--- config.mk ---
export PLATFORM = sky130hd
export DESIGN_NAME = uart_tx_core_flat
export DESIGN_NICKNAME = d
export VERILOG_FILES = /design/src/rtl/uart_pkg.sv /design/src/rtl/uart_tx_core_if.sv /design/src/rtl/uart_tx_serializer.sv /design/src/rtl/uart_tx_core.sv /design/src/flat_wrapper.sv
export SDC_FILE = /design/constraint.sdc
export NUM_CORES = 1
export LEC_CHECK = 0
export CAP_MARGIN = 30
export CELL_PAD_IN_SITES_DETAIL_PLACEMENT = 1
export CELL_PAD_IN_SITES_GLOBAL_PLACEMENT = 1
export CORE_MARGIN = 2
export CORE_UTILIZATION = 46
export CTS_CLUSTER_SIZE = 12
export DETAILED_ROUTE_END_ITERATION = 8
export GPL_TIMING_DRIVEN = 0
export PLACE_DENSITY = 0.91
export SLEW_MARGIN = 10
export SYNTH_ARGS = -nofsm -noshare
export SYNTH_HDL_FRONTEND = slang
export SYNTH_HIERARCHICAL = 1
export SYNTH_SLANG_ARGS = --single-unit
export TNS_END_PERCENT = 100
--- constraint.sdc ---
create_clock -name clk -period 7.2 [get_ports clk]
set_input_delay 2.16 -clock clk [delete_from_list [all_inputs] [get_ports clk]]
set_output_delay 2.16 -clock clk [all_outputs]
set_load 0.05 [all_outputs]
--- src/rtl/uart_pkg.sv ---
// Shared UART definitions: payload width, parity-type constants and the
// transmitter state encoding. The receive path uses the same parity constants.
package uart_pkg;

    localparam int   UART_DATA_W = 8;

    localparam logic PAR_EVEN = 1'b0;
    localparam logic PAR_ODD  = 1'b1;

    typedef enum logic [2:0] {
        IDLE   = 3'd0,
        START  = 3'd1,
        DATA   = 3'd2,
        PARITY = 3'd3,
        STOP   = 3'd4
    } tx_state_e;

endpackage

--- src/rtl/uart_tx_core_if.sv ---
// Byte request handshake and per-frame line configuration between a UART
// client (master) and the transmitter core (slave).
interface uart_tx_core_if import uart_pkg::*; #(
    parameter int DATA_WIDTH  = UART_DATA_W,
    parameter int PRESC_WIDTH = 6
);
    logic [DATA_WIDTH-1:0]  P_DATA;
    logic                   DATA_VALID;
    logic                   PAR_EN;
    logic                   PAR_TYP;
    logic [PRESC_WIDTH-1:0] prescale;
    logic                   busy;

    modport master (
        output P_DATA, DATA_VALID, PAR_EN, PAR_TYP, prescale,
        input  busy
    );

    modport slave (
        input  P_DATA, DATA_VALID, PAR_EN, PAR_TYP, prescale,
        output busy
    );
endinterface

--- src/rtl/uart_tx_serializer.sv ---
// Payload shift register and bit counter for the UART transmitter; the core
// strobes load at acceptance and shift at the end of every data bit.
module uart_tx_serializer import uart_pkg::*; #(
    parameter int DATA_WIDTH = UART_DATA_W
) (
    input  logic                  clk,
    input  logic                  rst,
    input  logic                  load,
    input  logic                  shift,
    input  logic [DATA_WIDTH-1:0] data,
    output logic                  lsb,
    output logic                  next_bit,
    output logic                  last_bit
);
    localparam int CNT_W = (DATA_WIDTH > 1) ? $clog2(DATA_WIDTH) : 1;
    localparam logic [CNT_W-1:0] CNT_LAST = CNT_W'(DATA_WIDTH - 1);
    localparam logic [CNT_W-1:0] CNT_ONE  = CNT_W'(1);

    logic [DATA_WIDTH-1:0] shift_q;
    logic [CNT_W-1:0]      bit_cnt_q;

    // NOTE: sequential state uses non-blocking assignments so every flop
    // samples the pre-edge values regardless of statement order.
    always_ff @(posedge clk or negedge rst) begin
        if (!rst) begin
            shift_q   <= '0;
            bit_cnt_q <= '0;
        end else if (load) begin
            shift_q   <= data;
            bit_cnt_q <= '0;
        end else if (shift) begin
            shift_q   <= {1'b0, shift_q[DATA_WIDTH-1:1]};
            bit_cnt_q <= last_bit ? '0 : bit_cnt_q + CNT_ONE;
        end
    end

    assign lsb      = shift_q[0];
    assign next_bit = shift_q[1];
    assign last_bit = (bit_cnt_q == CNT_LAST);

endmodule

--- src/rtl/uart_tx_core.sv ---
// UART transmitter: frames a byte as start, LSB-first data, optional parity
// and stop, one bit per prescale clk cycles. TX_OUT and busy are flops.
module uart_tx_core import uart_pkg::*; #(
    parameter int DATA_WIDTH  = UART_DATA_W,
    parameter int PRESC_WIDTH = 6
) (
    input  logic          clk,
    input  logic          rst,
    uart_tx_core_if.slave bus,
    output logic          TX_OUT
);
    localparam logic [PRESC_WIDTH-1:0] EDGE_ONE = PRESC_WIDTH'(1);

    tx_state_e              state_q, state_d;
    logic [PRESC_WIDTH-1:0] edge_cnt_q, presc_q;
    logic                   par_en_q, par_bit_q;
    logic                   tx_q, tx_d, busy_q, busy_d;
    logic                   accept, bit_end, shift;
    logic                   sr_lsb, sr_next, last_bit;

    assign accept  = (state_q == IDLE) && bus.DATA_VALID;
    // prescale 0 wraps to 2^PRESC_WIDTH cycles per bit through modular compare.
    assign bit_end = (edge_cnt_q == presc_q - EDGE_ONE);
    assign shift   = (state_q == DATA) && bit_end;

    uart_tx_serializer #(.DATA_WIDTH(DATA_WIDTH)) u_ser (
        .clk      (clk),
        .rst      (rst),
        .load     (accept),
        .shift    (shift),
        .data     (bus.P_DATA),
        .lsb      (sr_lsb),
        .next_bit (sr_next),
        .last_bit (last_bit)
    );

    always_ff @(posedge clk or negedge rst) begin
        if (!rst) begin
            state_q    <= IDLE;
            edge_cnt_q <= '0;
            presc_q    <= '0;
            par_en_q   <= 1'b0;
            par_bit_q  <= 1'b0;
            tx_q       <= 1'b1;
            busy_q     <= 1'b0;
        end else begin
            state_q <= state_d;
            tx_q    <= tx_d;
            busy_q  <= busy_d;
            if (state_q == IDLE || bit_end) edge_cnt_q <= '0;
            else                            edge_cnt_q <= edge_cnt_q + EDGE_ONE;
            if (accept) begin
                presc_q   <= bus.prescale;
                par_en_q  <= bus.PAR_EN;
                par_bit_q <= (^bus.P_DATA) ^ (bus.PAR_TYP == PAR_ODD);
            end
        end
    end

    // NOTE: every signal driven here gets a default first, so no path through
    // the case statement can leave one unassigned and infer a latch.
    always_comb begin
        state_d = state_q;
        case (state_q)
            IDLE:    if (bus.DATA_VALID) state_d = START;
            START:   if (bit_end)        state_d = DATA;
            DATA:    if (bit_end && last_bit) state_d = par_en_q ? PARITY : STOP;
            PARITY:  if (bit_end)        state_d = STOP;
            STOP:    if (bit_end)        state_d = IDLE;
            default:                     state_d = IDLE;
        endcase

        // Line level is decoded from the next state so the output flop
        // changes on the same edge as the state register.
        tx_d   = 1'b1;
        busy_d = (state_d != IDLE);
        case (state_d)
            START:   tx_d = 1'b0;
            DATA:    tx_d = shift ? sr_next : sr_lsb;
            PARITY:  tx_d = par_bit_q;
            default: tx_d = 1'b1;
        endcase
    end

    assign TX_OUT   = tx_q;
    assign bus.busy = busy_q;

endmodule
--- src/flat_wrapper.sv ---
// flat-port wrapper written by rule: the top's interface ports become plain ports
module uart_tx_core_flat import uart_pkg::*;
#(
    parameter int DATA_WIDTH  = UART_DATA_W,
    parameter int PRESC_WIDTH = 6
)
  (clk, rst, TX_OUT, bus_P_DATA, bus_DATA_VALID, bus_PAR_EN, bus_PAR_TYP, bus_prescale, bus_busy);
  uart_tx_core_if #(.DATA_WIDTH(DATA_WIDTH), .PRESC_WIDTH(PRESC_WIDTH)) bus_i ();
  input  logic clk;
  input  logic rst;
  output logic TX_OUT;
  input wire logic [$bits(bus_i.P_DATA)-1:0] bus_P_DATA;
  input wire logic [$bits(bus_i.DATA_VALID)-1:0] bus_DATA_VALID;
  input wire logic [$bits(bus_i.PAR_EN)-1:0] bus_PAR_EN;
  input wire logic [$bits(bus_i.PAR_TYP)-1:0] bus_PAR_TYP;
  input wire logic [$bits(bus_i.prescale)-1:0] bus_prescale;
  output wire logic [$bits(bus_i.busy)-1:0] bus_busy;
  assign bus_i.P_DATA = bus_P_DATA;
  assign bus_i.DATA_VALID = bus_DATA_VALID;
  assign bus_i.PAR_EN = bus_PAR_EN;
  assign bus_i.PAR_TYP = bus_PAR_TYP;
  assign bus_i.prescale = bus_prescale;
  assign bus_busy = bus_i.busy;
  uart_tx_core #(.DATA_WIDTH(DATA_WIDTH), .PRESC_WIDTH(PRESC_WIDTH)) u_core (.clk(clk), .rst(rst), .bus(bus_i), .TX_OUT(TX_OUT));
endmodule
**After elaboration in Yosys (flattened, before gate mapping)**

Index checks and enable logic that the tools add are counted.
Widths: inputs -> output; s select.

- Bits in registers: 30
- Bits in latches: 0
- Bits in writable memories: 0
- Bits in read-only memories: 0
- Output and inout bits: 2
- Memories: 0

- Add/sub/neg operators: 3
- Multiply operators: 0
- Div/mod/pow operators: 0
- Magnitude comparators: 0
- Equality and inequality tests: 9
- Shift operators: 0
- Multiplexer cells: 15
- Bitwise gates (word level): 1
- Reductions and logical operators: 8

Operators with widths:

| kind | number |
|---|---|
| $mux 3 | 9 |
| $mux 8 | 2 |
| $pmux 3 s5 | 1 |
| $eq 3x2->1 const B | 4 |
| $reduce_xor 8->1 | 1 |
| $add 6x1->6 const B | 1 |
| $eq 3x1->1 const B | 2 |
| $eq 3x3->1 const B | 2 |
| $eq 6x6->1 | 1 |
| $mux 6 | 1 |
| $sub 6x1->6 const B | 1 |
| $add 3x1->3 const B | 1 |
| $logic_and 1x1->1 | 3 |
| $logic_not 3->1 | 1 |
| $pmux 1 s3 | 1 |
| $reduce_bool 3->1 | 1 |
| $reduce_bool 2->1 | 1 |
| $logic_or 1x1->1 | 1 |
| $mux 1 | 1 |
| $xor 1x1->1 | 1 |

**Longest topological paths before layout**

Gate-level depths: netlist (run 1).

- Depth in word-level cells: 7
- Mapped depth: 10
- Gate-level depth less buffers: 9

**By module**

The synthesis (run 1) kept the hierarchy.

Modules (own cells, without submodules):

| module | times used | cells each | area each (um^2) | sequential area each (um^2) |
|---|---|---|---|---|
| uart_tx_core | 1 | 105 | 1104.8 | 476.7 |
| uart_tx_serializer | 1 | 47 | 511.7 | 275.3 |

**Least setup slack after synthesis (run 1)**

OpenSTA, ideal clock, no wires.

- Path type: input-to-reg
- Start point: input port bus_DATA_VALID
- End point: register u_core.u_ser.shift_q[7]
- Arrival: 3392 ps
- Required time: 7117 ps
- Slack: 3726 ps
- Stages on the path: 6
- Cell sequence: nor4b_1 -> clkbuf_1 -> buf_2 -> buf_2 -> nand2_1 -> o21ai_0

- Longest elaborated chain between the ends: 2
- Elaborated cells on any way between the ends: 3
- Those cells by class: mux (1); reduce/logical (2)

RTL lines:

| item | line | RTL |
|---|---|---|
| from (decl) | flat_wrapper.sv:13 | `input wire logic [$bits(bus_i.DATA_VALID)-1:0] bus_DATA_VALID;` |
| $logic_and 1x1->1 * | uart_tx_core.sv:21 | `assign accept = (state_q == IDLE) && bus.DATA_VALID;` |
| net u_core.accept | uart_tx_core.sv:18 | `logic accept, bit_end, shift;` |
| $mux 8 / $reduce_bool 2->1 (equally long branches) | - |  |
| to (signal assigned) | uart_tx_serializer.sv:29 | `shift_q <= data;` |
| to (signal assigned) | uart_tx_serializer.sv:32 | `shift_q <= {1'b0, shift_q[DATA_WIDTH-1:1]};` |
| to (decl) | uart_tx_serializer.sv:19 | `logic [DATA_WIDTH-1:0] shift_q;` |

The timed path passes the listed nets; every way through them passes the cells marked *.
A chain may end at the register's enable or synchronous reset.

**Worst setup path after layout (run 1)**

- Start point: input port bus_DATA_VALID
- End point: register u_core.u_ser.shift_q[3]

The elaborated chain is that of the path after synthesis.

==> results.cfg, run 1 <==
[run_status]
status = finished clean

[yosys]
postSynthAreaPerCell_um2 = 10.6
netlist_area_um2 = 1620
synth_top_flop_cell = dfrtp_1
postSynthCellCount = 152
synth_top_family_by_area = simple AND/OR/NAND/NOR gates
synth_seq_area_share_pct = 46.5
synth-compound-area-share_pct = 12.4
synthMuxAreaShare_pct = 9.75
synth_fp_nets = 175
synth-edff-count = 0
yosys.area.top_type = dfrtp_1
netlist_top_cells_area = dfrtp_1 (45%), xnor2_1 (7.6%), mux2i_1 (5.6%), mux2_2 (3.5%), nand2_1 (3.3%)
synth-xor-area-share_pct = 9.75
synthAdderAreaFrac_pct = 3.10
synth.distinct_cells = 40
synth_top_area_share_pct = 44.9
synth.most_common_cell = dfrtp_1
ys_ff_latch = 30
synthTopCellsByCount = dfrtp_1 (29), nand2_1 (14), xnor2_1 (14), nor2_1 (12), mux2i_1 (9)
yosys.area_share.simple_pct = 15.6
yosysWarnings = 6
async_flop_share_pct = 100

[global_route]
grt_use_met2_pct = 35.0
grt_max_degree = 31
top_usage_layer = met2
grtUsageTotal_pct = 21.0
grt_pass1_vias = 1310
grtUsageMet3_pct = 6.79
grt_remaining_overflow = 0
met1_usage_pct = 24.2
grt_pass1_wl_mm = 6.22
grt_antenna_before_repair = 0

[floorplan]
die_height_um = 63.3
fp.coreArea_um2 = 3360
rows = 21
io_pins = 21
die_area_um2 = 4000
die_x_um = 63.3
initial_core_util_pct = 48.1

[power_and_ir_drop]
p_leak_nw = 0.772
power_density_nw_per_um2 = 398
vdd_drop_max_v = 0.000207

[placed_design]
dp_cells = 218
gp_congestion = 0.874
dp_slack_ps = 2720
hpwl_mm = 2.86
port_buffers = 20

[timing]
hold_viol = 0
final.setup.tns_ps = 0
setup_ws_ps = 3040
drv_slew = 0
clock.fmax_ghz = 0.240
worst_slew_pin_slew_ps = 835
relSlewSlack_pct = 43.8
setup_viol = 0
rsz0062_at_grt = false
skew_ps = 6.79
finalCriticalPeriod_ps = 4160
period_share_pct = 57.8

[worst_hold_path]
min_to = u_core/edge_cnt_q[0]
min_from = u_core/edge_cnt_q[0]
hp-class = flip-flop to flip-flop
hold-path-cell-count = 1

[worst_setup_path]
cp.required_ps = 7460
crit_fanout = 10
end_kind = flip-flop
cp-start-kind = input port
path_class = input port to flip-flop
r2r_cells = 8
r2r_slack_ps = 4030
worst_ep_arrival_time_ps = 4430
rr_startpoint = u_core/presc_q[2]
reg2reg_to = u_core/u_ser/shift_q[3]

[drt]
firstDrtPassIters = 4
wl_mm = 3.70
vias = 1224
wl_per_cell_um = 16.4
drc = 0
first_iter_violations = 56
via_per_inst = 5.42
drtAntennaViolNets = 0

[clock_network]
clk_pin_slew_ps = 90
clockBufferDepth = 2
post_cts_buffers = 0
cts-root-buf = clkbuf_4
cts_tree = yes
clkLatencyLatePin_ps = 340
cts_buffers = 5
ctsHoldBuffers = 0
post_cts_resized = 0
h-tree-depth = 2
clock-sinks = 30

[job]
cap_viol_max_count = 0

[finish]
finalCoreUtilization_pct = 57.4
regArea_um2 = 752
nets = 202
final_cells = 226
syn_to_final_growth_pct = 19.3
drive_above_1_share_pct = 12.8
diodes = 0
fill_cells = 401
multi_input_area_um2 = 817
[layer usage]
layer / wire length [um] / share of wire [%]
met4: 103 / 2.8
met1: 1610 / 43
met2: 1880 / 51
met3: 103 / 2.8
met5: 0 / 0
[state kept, by name, summed over array words and instances, names as in the netlist]
| name | flops |
|---|---|
| u_core/u_ser/shift_q | 8 |
| u_core/bus.busy | 1 |
| u_core/par_bit_q | 1 |
| u_core/edge_cnt_q | 6 |
| u_core/TX_OUT | 1 |
| u_core/presc_q | 6 |
| u_core/state_q | 3 |
| u_core/par_en_q | 1 |
| u_core/u_ser/bit_cnt_q | 3 |
[stage by stage]
step                power [mW]  hold slack (ps)  area [um2]
finish                   0.767              521        1930
global placement         0.635              485        1870
floorplan                0.569              474        1620
detailed placement       0.667              505        1870
CTS                      0.777              525        1930
global route             0.829              545        1930
[critical path: stages]
cell,delay [ps]
clkdlybuf4s50_1,480
nor4b_1,600
clkbuf_1,460
buf_2,300
buf_2,250
nand2_1,80
o21ai_1,100
[cells by family after synthesis]
| logic type | after synthesis |
|---|---|
| AO/OA/AOI/OAI | 26 |
| buffers and inverters | 11 |
| XOR/XNOR | 18 |
| adder cells (fa/ha/maj) | 4 |
| AND/OR/NAND/NOR | 48 |
| flip-flops | 30 |
| multiplexers | 15 |
[where the power goes]
part / switching [mW] / total [mW] / leakage (nW) / internal [mW]
clock: 0.0583 / 0.106 / 0.0353 / 0.0472
combinational: 0.186 / 0.344 / 0.372 / 0.158
sequential: 0.0707 / 0.318 / 0.365 / 0.247
total: 0.315 / 0.767 / 0.772 / 0.452
[area by class of cell]
type                            instances  area share (%)
Clock inverter                          1           0.259
Timing Repair Buffer                   20            10.1
Sequential cell                        30            39.0
Clock buffer                            7            2.85
Multi-Input combinational cell        111            42.3
Inverter                                6            1.17
Tap cell                               46            2.98
Buffer                                  5            1.30
[worst max path at each step]
stage / from / endpoint / cells past startpoint
2_1_floorplan: bus_DATA_VALID / u_core/u_ser/shift_q[7] / 6
3_3_place_gp: bus_DATA_VALID / u_core/u_ser/shift_q[4] / 7
3_5_place_dp: bus_DATA_VALID / u_core/u_ser/shift_q[3] / 7
4_1_cts: bus_DATA_VALID / u_core/u_ser/shift_q[3] / 7
5_1_grt: bus_DATA_VALID / u_core/u_ser/shift_q[7] / 7
6_report: bus_DATA_VALID / u_core/u_ser/shift_q[3] / 7
[cell usage in the layout (no fill, tap or decap), drive strengths merged, types with 2 or more instances in the layout]
cell type | netlist | layout
o31ai | 2 | 2
clkdlybuf4s50 | 0 | 19
nor2b | 3 | 3
dfrtp | 29 | 29
nand2 | 14 | 14
xor2 | 4 | 4
mux2i | 9 | 9
or3 | 2 | 2
nor2 | 12 | 12
xnor2 | 14 | 14
a31oi | 3 | 3
nand2b | 3 | 3
a21oi | 2 | 2
nor3 | 2 | 2
inv | 6 | 6
ha | 4 | 4
o21ai | 13 | 13
mux2 | 6 | 6
clkbuf | 2 | 9
a311oi | 2 | 2
nand3 | 4 | 4
buf | 3 | 4
Note: power is estimated with default switching activity, not from simulation.
==> run 2: changes to the inputs <==
Settings changed: CORE_UTILIZATION 46 to 43, PLACE_DENSITY 0.91 to 0.86.
Clock period 7.2 ns to 4.2 ns, I/O delays scaled along.
==> run 2 against run 1 <==
Against the previous run:
- combinational power grew 72%
- count of clock-buffer cells in the layout grew 1
- clock skew shrank 2.1 ps
- first-iteration DRC count shrank 61%
- clock power grew 100%
- global-route usage shrank 1.1 points
- register-to-register slack lost 3000 ps
- critical path type unchanged
==> results.cfg, run 2 (synthesis results as in run 1) <==
[placed_design]
port_buffers = 20
dp_slack_ps = 695
hpwl_mm = 2.66
gp_congestion = 0.743

[finish]
nets = 202
largest_reg_flops = 8
syn_to_final_growth_pct = 20.7
diodes = 0
regArea_um2 = 752
fill_cells = 423
largest-register = u_core/u_ser/shift_q
drive_above_1_share_pct = 11.7
reg_top3 = u_core/u_ser/shift_q (8), u_core/edge_cnt_q (6), u_core/presc_q (6)
final_cell_mix = dfrtp_1 (29), clkdlybuf4s50_1 (19), xnor2_1 (14), nand2_1 (14), nor2_1 (12)
multi_input_area_um2 = 817
layout_commonest_cell = dfrtp_1

[global_route]
met1_usage_pct = 22.3
grt_use_met2_pct = 36.1
grt_pass1_vias = 1348
grtUsageTotal_pct = 19.9
grt_max_degree = 31
grt_pass1_wl_mm = 6.33
top_usage_layer = met2
grt_antenna_before_repair = 0
grtUsageMet3_pct = 4.62
grt_remaining_overflow = 0

[timing]
hold_viol = 0
relSlewSlack_pct = 50.3
period_share_pct = 78.0
rsz0062_at_grt = false
finalCriticalPeriod_ps = 3270
clock.fmax_ghz = 0.305
final.setup.tns_ps = 0
drv_slew = 0
setup_viol = 0
whs_ps = 508
worst_slew_pin_slew_ps = 740
skew_ps = 4.68
setup_ws_ps = 925

[clock_network]
post_cts_buffers = 0
clkLatencyLatePin_ps = 280
clk_pin_slew_ps = 50
post_cts_resized = 0
ctsHoldBuffers = 0
clock-sinks = 30
cts_tree = yes
cts-root-buf = clkbuf_8
cts_buffers = 5
h-tree-depth = 2
clockBufferDepth = 2

[drt]
via_per_inst = 5.42
wl_per_cell_um = 16.1
firstDrtPassIters = 4
first_iter_violations = 22
drtAntennaViolNets = 0
drc = 0
vias = 1236
wl_mm = 3.66

[floorplan]
io_pins = 21
initial_core_util_pct = 44.5
fp.coreArea_um2 = 3630
die_height_um = 65.3
rows = 22
die_area_um2 = 4270
die_x_um = 65.3

[run_status]
status = finished clean

[worst_hold_path]
hp-class = flip-flop to flip-flop
hold-path-cell-count = 1

[power_and_ir_drop]
power_density_nw_per_um2 = 696
p_leak_nw = 0.776
vdd_drop_max_v = 0.000332

[worst_setup_path]
worst_ep_arrival_time_ps = 3470
r2r_cells = 8
path_common_cell = buf_2
slowest_delay_ps = 580
path_cells = clkdlybuf4s50_1 -> nor4b_1 -> clkbuf_1 -> buf_2 -> buf_2 -> nand2_1 -> o21ai_0
path_class = input port to flip-flop
cp.required_ps = 4400
end_kind = flip-flop
crit_fanout = 10
cpMaxStageDelayCell = nor4b_1
cp-start-kind = input port

[job]
cap_viol_max_count = 0
-- run 2: final timing paths --
path	from	slack (ps)	end
max in group asynchronous	rst	2750	u_core/u_ser/shift_q[7]
setup reg to reg	u_core/presc_q[2]	1040	u_core/u_ser/shift_q[3]
setup / recovery	bus_DATA_VALID	930	u_core/u_ser/shift_q[7]
min in group asynchronous	rst	1010	u_core/presc_q[4]
hold / removal	u_core/par_bit_q	510	u_core/par_bit_q
hold reg to reg	u_core/par_bit_q	510	u_core/par_bit_q
-- run 2: cell type report --
cell class	count	area share, %
multi-input cells	111	41.9
clock buffers	8	4.10
inverters	6	1.15
flip-flops and latches	30	38.5
plain buffers	5	1.28
repair buffers	20	10.0
well taps	48	3.08
-- run 2: where the power goes --
| part | switching, mW | internal, mW | leakage (nW) |
|---|---|---|---|
| clock network | 0.0998 | 0.117 | 0.0395 |
| logic | 0.322 | 0.271 | 0.372 |
| registers | 0.124 | 0.424 | 0.365 |
| total | 0.545 | 0.812 | 0.776 |
-- run 2: per-stage QoR --
stage          utilization (%)  total power, mW  cells  area [um2]
3_5_place_dp              51.5             1.14    220        1870
3_3_place_gp              51.7             1.09    220        1880
4_1_cts                   53.7             1.37    228        1950
6_report                  53.7             1.36    228        1950
5_1_grt                   53.7             1.46    228        1950
2_1_floorplan                -            0.975    152        1620
-- run 2: per-layer routing --
layer  vias up  share of wire [%]
li1        583                  -
met1       621                 42
met2        23                 53
met3         9                3.3
met4         0                2.1
met5         -                  0
-- run 2: critical path: cells and delay by family --
family,cells,cell delay [ps]
buffers and inverters,4,1440
and+or+nand+nor,2,680
AOI/OAI and AO/OA,1,90
